`src/rtl/dut_seq_pkg.sv`:
```
// dut_seq_pkg: shared types and constants for the DUT sequencing controller.
//   state_e     - 3-bit sequencer state encoding (also exported on O_state)
//   drv_t       - registered DUT drive pair {rst, din}
//   state_drv() - state-to-drive lookup
//   cnt_load()  - down-counter reload value for an N-cycle state
package dut_seq_pkg;

  localparam int unsigned CNT_W = 16;

  typedef enum logic [2:0] {
    ST_IDLE   = 3'd0,
    ST_PRE    = 3'd1,
    ST_RST    = 3'd2,
    ST_PH_HI0 = 3'd3,
    ST_PH_LO  = 3'd4,
    ST_PH_HI1 = 3'd5,
    ST_FIN    = 3'd6
  } state_e;

  typedef struct packed {
    logic rst;
    logic din;
  } drv_t;

  localparam drv_t DRV_IDLE = '{rst: 1'b0, din: 1'b1};
  localparam drv_t DRV_PRE  = '{rst: 1'b0, din: 1'b1};
  localparam drv_t DRV_RST  = '{rst: 1'b1, din: 1'b0};
  localparam drv_t DRV_HI   = '{rst: 1'b0, din: 1'b1};
  localparam drv_t DRV_LO   = '{rst: 1'b0, din: 1'b0};
  localparam drv_t DRV_FIN  = '{rst: 1'b0, din: 1'b1};

  function automatic drv_t state_drv(input state_e s);
    drv_t d;
    case (s)
      ST_IDLE:   d = DRV_IDLE;
      ST_PRE:    d = DRV_PRE;
      ST_RST:    d = DRV_RST;
      ST_PH_HI0: d = DRV_HI;
      ST_PH_LO:  d = DRV_LO;
      ST_PH_HI1: d = DRV_HI;
      ST_FIN:    d = DRV_FIN;
      default:   d = DRV_IDLE;
    endcase
    return d;
  endfunction

  // A zero-cycle request degenerates to a single cycle rather than wrapping.
  function automatic logic [CNT_W-1:0] cnt_load(input int unsigned n);
    return (n == 0) ? '0 : CNT_W'(n - 1);
  endfunction

endpackage

```
`src/rtl/dut_seq_chk.sv`:
```
// dut_seq_chk: response checker for the sequencing controller.
// Delays the driven DUT input by CHK_LAT cycles and compares it with the DUT
// output during the three stimulus phases, ignoring the first CHK_LAT phase
// cycles after reset exit (the delay line still holds reset-time data).
//   clk_i, rst_ni - clock, async active-low reset
//   din_i         - registered data driven to the DUT
//   dut_out_i     - DUT data output
//   state_i       - current controller state
//   clr_i         - clears the error count (sequence start)
//   err_cnt_o     - saturating mismatch count
module dut_seq_chk
  import dut_seq_pkg::*;
#(
  parameter int unsigned CHK_LAT = 2
) (
  input  logic         clk_i,
  input  logic         rst_ni,
  input  logic         din_i,
  input  logic         dut_out_i,
  input  state_e       state_i,
  input  logic         clr_i,
  output logic [15:0]  err_cnt_o
);

  // Zero latency is treated as one stage.
  localparam int unsigned LAT = (CHK_LAT == 0) ? 1 : CHK_LAT;

  logic [LAT-1:0] dly_q;
  logic [15:0]    skip_q, skip_d;
  logic [15:0]    err_q, err_d;
  logic           in_ph;
  logic           mismatch;

  assign in_ph    = (state_i == ST_PH_HI0) || (state_i == ST_PH_LO) ||
                    (state_i == ST_PH_HI1);
  assign mismatch = in_ph && (skip_q == '0) && (dut_out_i != dly_q[LAT-1]);

  always_comb begin
    skip_d = skip_q;
    if (state_i == ST_RST) begin
      skip_d = 16'(LAT);
    end else if (in_ph && (skip_q != '0)) begin
      skip_d = skip_q - 16'd1;
    end
  end

  always_comb begin
    err_d = err_q;
    if (clr_i) begin
      err_d = '0;
    end else if (mismatch && (err_q != '1)) begin
      err_d = err_q + 16'd1;
    end
  end

  always_ff @(posedge clk_i or negedge rst_ni) begin
    if (!rst_ni) begin
      dly_q  <= '0;
      skip_q <= '0;
      err_q  <= '0;
    end else begin
      dly_q[0] <= din_i;
      for (int unsigned i = 1; i < LAT; i++) begin
        dly_q[i] <= dly_q[i-1];
      end
      skip_q <= skip_d;
      err_q  <= err_d;
    end
  end

  assign err_cnt_o = err_q;

endmodule

```
`src/rtl/dut_seq_ctrl.sv`:
```
// dut_seq_ctrl: reset/stimulus sequencer for a single-bit DUT.
// On I_start in IDLE it idles PRE_CYC cycles, holds DUT reset RST_CYC cycles,
// drives din 1/0/1 for PH_CYC cycles each, pulses O_done for one cycle in FIN
// and returns to IDLE. I_abort returns to IDLE from any busy state.
// Optional checker enabled by macro DUT_SEQ_CHK_EN; otherwise O_err_cnt is 0.
//   I_clk, I_rst_n - clock, async active-low reset
//   I_start        - start request (sampled in IDLE)
//   I_abort        - synchronous abort
//   I_dut_out      - DUT data output (checker only)
//   O_dut_rst      - active-high DUT reset
//   O_dut_din      - DUT data input
//   O_busy, O_done - status; O_state current state; O_err_cnt mismatches
module dut_seq_ctrl
  import dut_seq_pkg::*;
#(
  parameter int unsigned PRE_CYC = 20,
  parameter int unsigned RST_CYC = 200,
  parameter int unsigned PH_CYC  = 2000,
  parameter int unsigned CHK_LAT = 2
) (
  input  logic        I_clk,
  input  logic        I_rst_n,
  input  logic        I_start,
  input  logic        I_abort,
  input  logic        I_dut_out,
  output logic        O_dut_rst,
  output logic        O_dut_din,
  output logic        O_busy,
  output logic        O_done,
  output logic [2:0]  O_state,
  output logic [15:0] O_err_cnt
);

  state_e           state_q, state_d;
  logic [CNT_W-1:0] cnt_q, cnt_d;
  logic             cnt_zero;
  drv_t             drv_d;
  logic             rst_q, din_q, busy_q, done_q;

  assign cnt_zero = (cnt_q == '0);

  always_comb begin
    state_d = state_q;
    // Default: count down while staying, hold at zero; transitions reload.
    cnt_d   = cnt_zero ? cnt_q : cnt_q - 1'b1;
    if ((state_q != ST_IDLE) && I_abort) begin
      state_d = ST_IDLE;
      cnt_d   = '0;
    end else begin
      case (state_q)
        ST_IDLE: begin
          cnt_d = '0;
          if (I_start) begin
            state_d = ST_PRE;
            cnt_d   = cnt_load(PRE_CYC);
          end
        end
        ST_PRE: if (cnt_zero) begin
          state_d = ST_RST;
          cnt_d   = cnt_load(RST_CYC);
        end
        ST_RST: if (cnt_zero) begin
          state_d = ST_PH_HI0;
          cnt_d   = cnt_load(PH_CYC);
        end
        ST_PH_HI0: if (cnt_zero) begin
          state_d = ST_PH_LO;
          cnt_d   = cnt_load(PH_CYC);
        end
        ST_PH_LO: if (cnt_zero) begin
          state_d = ST_PH_HI1;
          cnt_d   = cnt_load(PH_CYC);
        end
        ST_PH_HI1: if (cnt_zero) begin
          state_d = ST_FIN;
          cnt_d   = '0;
        end
        ST_FIN: begin
          state_d = ST_IDLE;
          cnt_d   = '0;
        end
        default: begin
          state_d = ST_IDLE;
          cnt_d   = '0;
        end
      endcase
    end
  end

  // Outputs are registered from the next state so they align with O_state.
  always_comb drv_d = state_drv(state_d);

  always_ff @(posedge I_clk or negedge I_rst_n) begin
    if (!I_rst_n) begin
      state_q <= ST_IDLE;
      cnt_q   <= '0;
      rst_q   <= 1'b0;
      din_q   <= 1'b1;
      busy_q  <= 1'b0;
      done_q  <= 1'b0;
    end else begin
      state_q <= state_d;
      cnt_q   <= cnt_d;
      rst_q   <= drv_d.rst;
      din_q   <= drv_d.din;
      busy_q  <= (state_d != ST_IDLE);
      done_q  <= (state_d == ST_FIN);
    end
  end

  assign O_dut_rst = rst_q;
  assign O_dut_din = din_q;
  assign O_busy    = busy_q;
  assign O_done    = done_q;
  assign O_state   = state_q;

`ifdef DUT_SEQ_CHK_EN
  logic chk_clr;
  assign chk_clr = (state_q == ST_IDLE) && (state_d == ST_PRE);

  dut_seq_chk #(
    .CHK_LAT (CHK_LAT)
  ) u_chk (
    .clk_i     (I_clk),
    .rst_ni    (I_rst_n),
    .din_i     (din_q),
    .dut_out_i (I_dut_out),
    .state_i   (state_q),
    .clr_i     (chk_clr),
    .err_cnt_o (O_err_cnt)
  );
`else
  logic unused_dut_out;
  assign unused_dut_out = I_dut_out;
  assign O_err_cnt      = '0;
`endif

endmodule

```
`config.mk`:
```
export PLATFORM = sky130hd
export DESIGN_NAME = dut_seq_ctrl
export DESIGN_NICKNAME = d
export VERILOG_FILES = /design/src/rtl/dut_seq_pkg.sv /design/src/rtl/dut_seq_chk.sv /design/src/rtl/dut_seq_ctrl.sv
export SDC_FILE = /design/constraint.sdc
export NUM_CORES = 1
export LEC_CHECK = 0
export ABC_CLOCK_PERIOD_IN_PS = 2100
export CAP_MARGIN = 20
export CORE_MARGIN = 4
export CORE_UTILIZATION = 42
export CTS_CLUSTER_DIAMETER = 50
export DETAILED_ROUTE_END_ITERATION = 10
export PLACE_DENSITY = 0.66
export REMOVE_ABC_BUFFERS = 1
export SLEW_MARGIN = 20
export SYNTH_ARGS = -nofsm -noshare
export SYNTH_HDL_FRONTEND = slang
export SYNTH_SLANG_ARGS = --single-unit
```
`constraint.sdc`:
```
create_clock -name I_clk -period 2.1 [get_ports I_clk]
set_input_delay 0.315 -clock I_clk [delete_from_list [all_inputs] [get_ports I_clk]]
set_output_delay 0.315 -clock I_clk [all_outputs]
set_load 0.02 [all_outputs]
```
==> results.toml, run 1 <==
[status]
status = "finished clean"

[sta]
setup-violations-final = 0
finalMaxSlewViolations = 0
whs_ns = 0.3263
fin_skew_ns = 0.01083
hold_violations = 0
rsz0062_at_grt = "false"
fin_setup_tns_ns = 0
fin_crit_sh_pct = 93.19
fmax_ghz = 0.5110
period_needed_ns = 1.957
setup_ws_ns = 0.1430

[pwr]
power.leakage_uw = 0.0006789
p_total_uw = 2513
ir_worst_vdd_v = 0.0005199
power_density_mw_per_mm2 = 1641

[worst_setup_path]
crit_type = "flip-flop to flip-flop"
r2r_setup_slack_ns = 0.14
cp-end-kind = "flip-flop"
critPathMaxStageDelay_ns = 0.43
arrival_ns = 2.18
cp.required_ns = 2.32
path_cells = "inv_1, ha_1, buf_4, nor4b_4, nand4_1, or3_1, a211oi_2"
cp_max_fo = 5
reg2reg_depth = 7
start_kind = "flip-flop"
crit_slowest_cell = "dfrtp_1"
reg2reg_from = "cnt_q[1]$_DFF_PN0_"
reg2reg_to = "O_dut_rst$_DFF_PN0_"

[synth]
postSynthAreaPerCell_um2 = 9.537
synth_warnings = 0
async_reset_ff_share_pct = 100.0
synthCells = 143
syn_area_mm2 = 0.001364
yosys_most_used_dff = "dfrtp_1"
seq_area_frac_synth_pct = 42.29
synth_edf_count = 0
synth.distinct_cells = 43
ys_ff_latch = 23

[clock_network]
clk_path_buf_depth = 2
clock-sinks = 23
htree_levels = 1
cts_root_buffer = "clkbuf_4"
ctsHoldBuffers = 0
path_clk_slew_ns = 0.14
cts_tree = "done"
cts_setup_buffers = 0
clk_latency_ns = 0.31
cts_buffers = 3

[die]
die_width_um = 64.99
core_mm2 = 0.003078
start_util_pct = 44.31
ioPinCount = 28
dieArea_mm2 = 0.004223
dieHeight_um = 64.99
num_rows = 20

[layout]
antennaDiodeCount = 0
stdcell_count = 203
n_fill_cell = 296
layout.nets = 166
layout-drive-gt1-share_pct = 13.21
area_delta_synth_final_pct = 12.29

[detailed_routing]
vias = 1056
drtIter0Drc = 36
wirelength_um = 2623
wl_per_cell_um = 12.92
drtPass1Iterations = 4
ant_nets = 0
drc = 0
routed_via_density = 5.202

[grt]
grt_usage_pct = 13.18
grt_pass1_vias = 983
overflow = 0
grt_max_degree = 24
grt_pass1_wl_um = 4402
antenna_found_initial = 0

[placement]
place_inst = 199
pre_cts_ws_ns = 0.07389
port_buffers = 10
hpwl_um = 2043
routabilityCongestion = 0.7866

[job]
maxCapViolations = 0

[min_path]
min_path_type = "input port to asynchronous set/reset pin"
## per-layer routing
layer | up-vias | wire length, µm | global-route usage [%]
met5 | - | 0 | 0
met4 | 0 | 30 | 4.749
met3 | 2 | 92 | 1.040
met2 | 27 | 1244 | 22.09
met1 | 510 | 1256 | 17.70
li1 | 517 | - | -
## Yosys cell counts, types with 2 or more instances
cell | instances | area, µm²
dfrtp_1 | 22 | 550.5
buf_4 | 16 | 120.1
nor2_1 | 13 | 48.80
nor3_1 | 11 | 55.05
nand2_1 | 8 | 30.03
a21oi_1 | 5 | 25.02
xor2_1 | 5 | 43.79
inv_1 | 4 | 15.01
nand3_1 | 4 | 20.02
o21ai_0 | 4 | 20.02
o31ai_1 | 4 | 30.03
xnor2_1 | 4 | 35.03
buf_2 | 3 | 15.01
nor4_1 | 3 | 18.77
or4_1 | 3 | 22.52
a311oi_1 | 2 | 17.52
nand2b_1 | 2 | 12.51
nand4_1 | 2 | 12.51
nor2b_1 | 2 | 12.51
nor4b_2 | 2 | 30.03
or3_1 | 2 | 12.51
## critical path: cells and delay by family, from the launching register on
| family | cells | cell delay (ns) |
|---|---|---|
| AO/OA/AOI/OAI | 1 | 0.24 |
| adder cells (fa/ha/maj) | 1 | 0.15 |
| buffers and inverters | 2 | 0.22 |
| flip-flops | 1 | 0.43 |
| AND/OR/NAND/NOR | 3 | 0.84 |
## worst max-delay path by stage
stage	startpoint	slack (ns)	depth (start not counted)	endpoint
CTS	cnt_q[1]$_DFF_PN0_	0.07	6	cnt_q[4]$_DFF_PN0_
global placement	cnt_q[1]$_DFF_PN0_	0.10	6	cnt_q[4]$_DFF_PN0_
global route	cnt_q[1]$_DFF_PN0_	0.02	6	cnt_q[4]$_DFF_PN0_
finish	cnt_q[1]$_DFF_PN0_	0.14	7	O_dut_rst$_DFF_PN0_
detailed placement	cnt_q[1]$_DFF_PN0_	0.07	6	cnt_q[4]$_DFF_PN0_
floorplan	cnt_q[0]$_DFF_PN0_	0.12	6	O_dut_rst$_DFF_PN0_
## placed cells by master (no fill, tap or decap), types with 2 or more instances in the layout
master / count
xor2_1: 5
inv_1: 4
buf_4: 7
nand4_1: 2
dfrtp_1: 22
nand2b_1: 2
nor4_1: 2
nor3_1: 11
a21oi_1: 5
o21ai_0: 4
nand3_1: 4
or3_1: 2
nor2b_1: 2
o31ai_1: 4
xnor2_1: 4
nand2_1: 8
clkbuf_4: 3
nor2_1: 13
conb_1: 16
or4_1: 3
a311oi_1: 2
clkdlybuf4s50_1: 10
## sequential cells by signal (all words and copies together) (netlist names)
signal	cells
O_busy	1
O_state	3
O_done	1
O_dut_din	1
cnt_q	16
O_dut_rst	1
## through the flow
stage | util [%] | area (µm²)
2_1_floorplan | - | 1281
3_3_place_gp | 48.37 | 1489
3_5_place_dp | 48.37 | 1489
4_1_cts | 49.27 | 1516
5_1_grt | 49.76 | 1531
6_report | 49.76 | 1531
## where the power goes
part	total, µW	switching [µW]	internal, µW
Sequential	802	212	591
Combinational	1500	801	700
Clock	209	138	71.1
## timing repair
item | 4_1_cts | 5_1_grt
endpoints found under the hold margin | 0 | 0
gates resized for setup | 0 | 2
setup endpoints to repair | 0 | 7
## cell families after synthesis
group | Yosys count | synth area share [%]
AND/OR/NAND/NOR | 60 | 26.33
AO/OA/AOI/OAI | 24 | 12.39
buffers and inverters | 24 | 11.28
flip-flops | 23 | 42.29
XOR/XNOR | 9 | 5.779
adder cells (fa/ha/maj) | 1 | 0.9173
other | 1 | 0.2750
multiplexers | 1 | 0.7340
## final cells by class
type	count	area, µm²	share of cell area [%]
clock inverter	1	5.005	0.3268
timing repair buffer	17	152.6	9.967
multi-input combinational	111	704.4	46.00
clock buffer	3	22.52	1.471
inverter	4	15.01	0.9804
sequential	23	576.8	37.66
tap	44	55.05	3.595
(Power assumes the default switching activity.)
==> run 2, diff against run 1 <==
Settings changed: ABC_CLOCK_PERIOD_IN_PS 2100 to 2300.
Clock period 2.1 ns to 2.3 ns, I/O delays scaled along.
==> results.toml, run 2 (synthesis gave the netlist of run 1 again) <==
[pwr]
power_frac_comb_pct = 58.2
p_sw_share_pct = 46.84
power_density_mw_per_mm2 = 1478
p_seq_share_pct = 33.1
p_clk_share_pct = 8.7
power.internal_uw = 1174
ir_worst_vdd_v = 0.0004277
p_total_uw = 2208
power.leakage_uw = 0.0006577
p_switching_uw = 1034

[sta]
rsz0062_at_grt = "false"
fin_setup_tns_ns = 0
finalMaxSlewViolations = 0
setup-violations-final = 0
fin_skew_ns = 0.006741
fin_crit_sh_pct = 94.01
fmax_ghz = 0.4625
hold_violations = 0
period_needed_ns = 2.162

[min_path]
min_path_type = "input port to asynchronous set/reset pin"

[detailed_routing]
m1WireLength_um = 1215
wirelength_um = 2702
routed_via_density = 5.315
drc = 0
highest_layer = "met4"
wl_per_cell_um = 13.51
met2_length_um = 1314
ant_nets = 0
vias = 1063
drtIter0Drc = 48
drtPass1Iterations = 4
met3_length_um = 126

[job]
maxCapViolations = 0

[worst_setup_path]
critPathMaxStageDelay_ns = 0.49
reg2reg_from = "cnt_q[0]$_DFF_PN0_"
path_cells = "inv_1, ha_1, or4b_4, nor4_1, a31o_2, o21ai_0"
r2r_setup_slack_ns = 0.14
cp.required_ns = 2.50
cp_max_fo = 7
arrival_ns = 2.36
cp-end-kind = "flip-flop"
crit_type = "flip-flop to flip-flop"
setup.worst_path.start = "cnt_q[0]$_DFF_PN0_"
start_kind = "flip-flop"
crit_slowest_cell = "or4b_4"

[clock_network]
clk_path_buf_depth = 2
clk_latency_ns = 0.32
cts_resized = 0
clock-sinks = 23
cts_buffers = 3
cts_tree = "done"
cts_setup_buffers = 0
path_clk_slew_ns = 0.13
htree_levels = 1
ctsHoldBuffers = 0
cts_root_buffer = "clkbuf_4"

[die]
die_width_um = 64.99
num_rows = 20
start_util_pct = 44.31
dieArea_mm2 = 0.004223
ioPinCount = 28
dieHeight_um = 64.99
core_mm2 = 0.003078

[grt]
grt_max_degree = 24
antenna_found_initial = 0
grt_usage_pct = 13.63
overflow = 0
grt_pass1_wl_um = 4478
grt_pass1_vias = 963

[layout]
layout-drive-gt1-share_pct = 10.90
final_cell_mix = "dfrtp_1, conb_1, nor2_1, nor3_1, clkdlybuf4s50_1"
final_common_cell = "dfrtp_1"
top_register = "cnt_q"
n_fill_cell = 324
layout.nets = 163
antennaDiodeCount = 0
largest_reg_flops = 16
area_delta_synth_final_pct = 9.541

[placement]
hpwl_um = 2040
routabilityCongestion = 0.8189
port_buffers = 10

[status]
status = "finished clean"
## run 2: changes by cell type in the layout (fill, tap and decap cells not counted)
cell / delta
nor4_2: -1
nor4b_4: -1
nor4_1: +1
nor4b_2: +1
buf_4: -3
## run 2: per-layer routing
metal | vias to the layer above | global-route usage, %
li1 | 513 | -
met5 | - | 0
met4 | 0 | 6.596
met1 | 511 | 18.52
met3 | 4 | 1.386
met2 | 35 | 21.58
## run 2: layout make-up
type | count | area [µm²] | share of cell area (%)
inverter | 4 | 15.01 | 1.005
clock buffer | 3 | 22.52 | 1.508
timing repair buffer | 14 | 130.1 | 8.710
tap | 44 | 55.05 | 3.685
sequential | 23 | 576.8 | 38.61
multi-input combinational | 111 | 689.4 | 46.15
clock inverter | 1 | 5.005 | 0.3350
## run 2: power by group through the flow
stage	Clock, µW	Sequential (µW)	Combinational, µW
global placement	0	725	1260
floorplan	0	746	893
detailed placement	0	735	1280
global route	221	762	1420
CTS	205	728	1290
finish	192	731	1280
## run 2: path summary, 6_finish.rpt
path                       cells after the start                  end
max in group asynchronous                      2  O_dut_din$_DFF_PN1_
min in group I_clk                             2  cnt_q[13]$_DFF_PN0_
setup reg to reg                               6   cnt_q[4]$_DFF_PN0_
setup / recovery                               6   cnt_q[4]$_DFF_PN0_
hold / removal                                 2   cnt_q[3]$_DFF_PN0_
hold reg to reg                                2  cnt_q[13]$_DFF_PN0_
## run 2: metrics by stage
stage | cell area [µm²] | hold slack (ns) | util (%) | setup WS, ns | instances
after floorplan | 1281 | 0.04941 | - | 0.3160 | 138
after global placement | 1466 | 0.5369 | 47.64 | 0.2161 | 196
after detailed placement | 1466 | 0.5549 | 47.64 | 0.1881 | 196
after CTS | 1494 | 0.3614 | 48.54 | 0.1614 | 200
after global routing | 1494 | 0.3749 | 48.54 | 0.04239 | 200
final | 1494 | 0.3563 | 48.54 | 0.1377 | 200
## run 2: worst max-delay path: cells and delay by family (launching register included)
kind | cells | cell delay [ns]
compound gates | 2 | 0.43
buf+inv | 1 | 0.08
flops | 1 | 0.45
simple gates | 2 | 0.87
fa+ha+maj | 1 | 0.21
==> run 3, diff against run 2 <==
Settings changed: ABC_CLOCK_PERIOD_IN_PS 2300 to 2250.
Clock period 2.3 ns to 2.25 ns, I/O delays scaled along.
==> results.toml, run 3 (synthesis gave the netlist of run 1 again) <==
[detailed_routing]
drtIter0Drc = 30
drc = 0
wl_per_cell_um = 13.46
vias = 1043
routed_via_density = 5.215
drtPass1Iterations = 4
wirelength_um = 2692
highest_layer = "met4"
ant_nets = 0
met2_length_um = 1314
m1WireLength_um = 1237
met3_length_um = 92

[worst_setup_path]
crit_type = "flip-flop to flip-flop"
arrival_ns = 2.28
start_kind = "flip-flop"
cp-end-kind = "flip-flop"
reg2reg_from = "cnt_q[0]$_DFF_PN0_"
r2r_setup_slack_ns = 0.18
cp_max_fo = 7
cp.required_ns = 2.46
setup.worst_path.start = "cnt_q[0]$_DFF_PN0_"

[placement]
port_buffers = 10
place_inst = 196
routabilityCongestion = 0.8199
hpwl_um = 2052

[clock_network]
clock-sinks = 23
ctsHoldBuffers = 0
path_clk_slew_ns = 0.13
clk_path_buf_depth = 2
cts_tree = "done"
cts_buffers = 3
htree_levels = 1
clk_latency_ns = 0.32
cts_root_buffer = "clkbuf_4"
cts_setup_buffers = 0
cts_resized = 0

[pwr]
power.leakage_uw = 0.0006563
p_switching_uw = 1067
p_seq_share_pct = 32.9
power.internal_uw = 1210
p_sw_share_pct = 46.85
power_frac_comb_pct = 58.6
p_total_uw = 2277
power_density_mw_per_mm2 = 1519
p_clk_share_pct = 8.6
ir_worst_vdd_v = 0.0004244

[layout]
stdcell_count = 200
layout-drive-gt1-share_pct = 10.90
seq_area_um2 = 576.8
area_delta_synth_final_pct = 9.908
n_fill_cell = 302
antennaDiodeCount = 0
largest_reg_flops = 16
final_common_cell = "dfrtp_1"
final_cell_mix = "dfrtp_1, conb_1, nor2_1, nor3_1, clkdlybuf4s50_1"
layout.nets = 163
multi_input_area_um2 = 695.7
post-route-util_pct = 48.70
top_register = "cnt_q"

[sta]
max_slew.worst_pin.slew_ns = 0.5343
fin_setup_tns_ns = 0
fmax_ghz = 0.4825
fin_skew_ns = 0.004865
period_needed_ns = 2.072
hold_violations = 0
slew_headroom_pct = 64.05
finalMaxSlewViolations = 0
rsz0062_at_grt = "false"
fin_crit_sh_pct = 92.11
setup-violations-final = 0

[die]
ioPinCount = 28
start_util_pct = 44.31
num_rows = 20
core_mm2 = 0.003078
dieHeight_um = 64.99
dieArea_mm2 = 0.004223
die_width_um = 64.99

[job]
maxCapViolations = 0

[grt]
overflow = 0
grt_pass1_vias = 936
grt_pass1_wl_um = 4395
grt_usage_pct = 13.25
grt_max_degree = 24
antenna_found_initial = 0

[status]
status = "finished clean"

[min_path]
min_path_type = "input port to asynchronous set/reset pin"
## run 3: stage by stage
stage / setup WS [ns] / hold WS, ns / area (µm²)
detailed placement: 0.1293 / 0.5522 / 1466
floorplan: 0.2660 / 0.04191 / 1281
CTS: 0.1176 / 0.3626 / 1493
global route: 0.04061 / 0.3764 / 1499
finish: 0.1775 / 0.3561 / 1499
global placement: 0.1721 / 0.5369 / 1466
## run 3: cell type report
class                   count  share of cell area, %
multi-input cells         111                  46.41
flip-flops and latches     23                  38.48
repair buffers             14                  8.681
well taps                  44                  3.673
clock buffers               4                  1.753
inverters                   4                  1.002
## run 3: worst max-delay path, cell delays in order (launching register included)
cell and delay (ns):
dfrtp_1 0.44, inv_1 0.08, ha_1 0.20, or4b_4 0.50
nor4_2 0.34, a31o_2 0.30, o21ai_0 0.11
## run 3: power by group through the flow
stage / Sequential, µW / Combinational (µW) / Clock [µW]
global placement: 741 / 1290 / 0
global route: 775 / 1490 / 220
floorplan: 763 / 913 / 0
CTS: 744 / 1310 / 205
detailed placement: 753 / 1310 / 0
finish: 749 / 1330 / 195
## run 3: path summary, 6_finish.rpt
path                                        to  depth (start not counted)
max                         cnt_q[4]$_DFF_PN0_                          6
min                        cnt_q[11]$_DFF_PN0_                          2
max reg2reg                 cnt_q[4]$_DFF_PN0_                          6
min reg2reg                 cnt_q[0]$_DFF_PN0_                          1
max in group asynchronous  O_dut_din$_DFF_PN1_                          2
min in group I_clk          cnt_q[0]$_DFF_PN0_                          1
## run 3: metal layers
| metal | vias to the layer above | global-route usage, % |
|---|---|---|
| li1 | 517 | - |
| met1 | 496 | 18.68 |
| met2 | 26 | 20.43 |
| met3 | 4 | 1.040 |
| met4 | 0 | 6.332 |
| met5 | - | 0 |
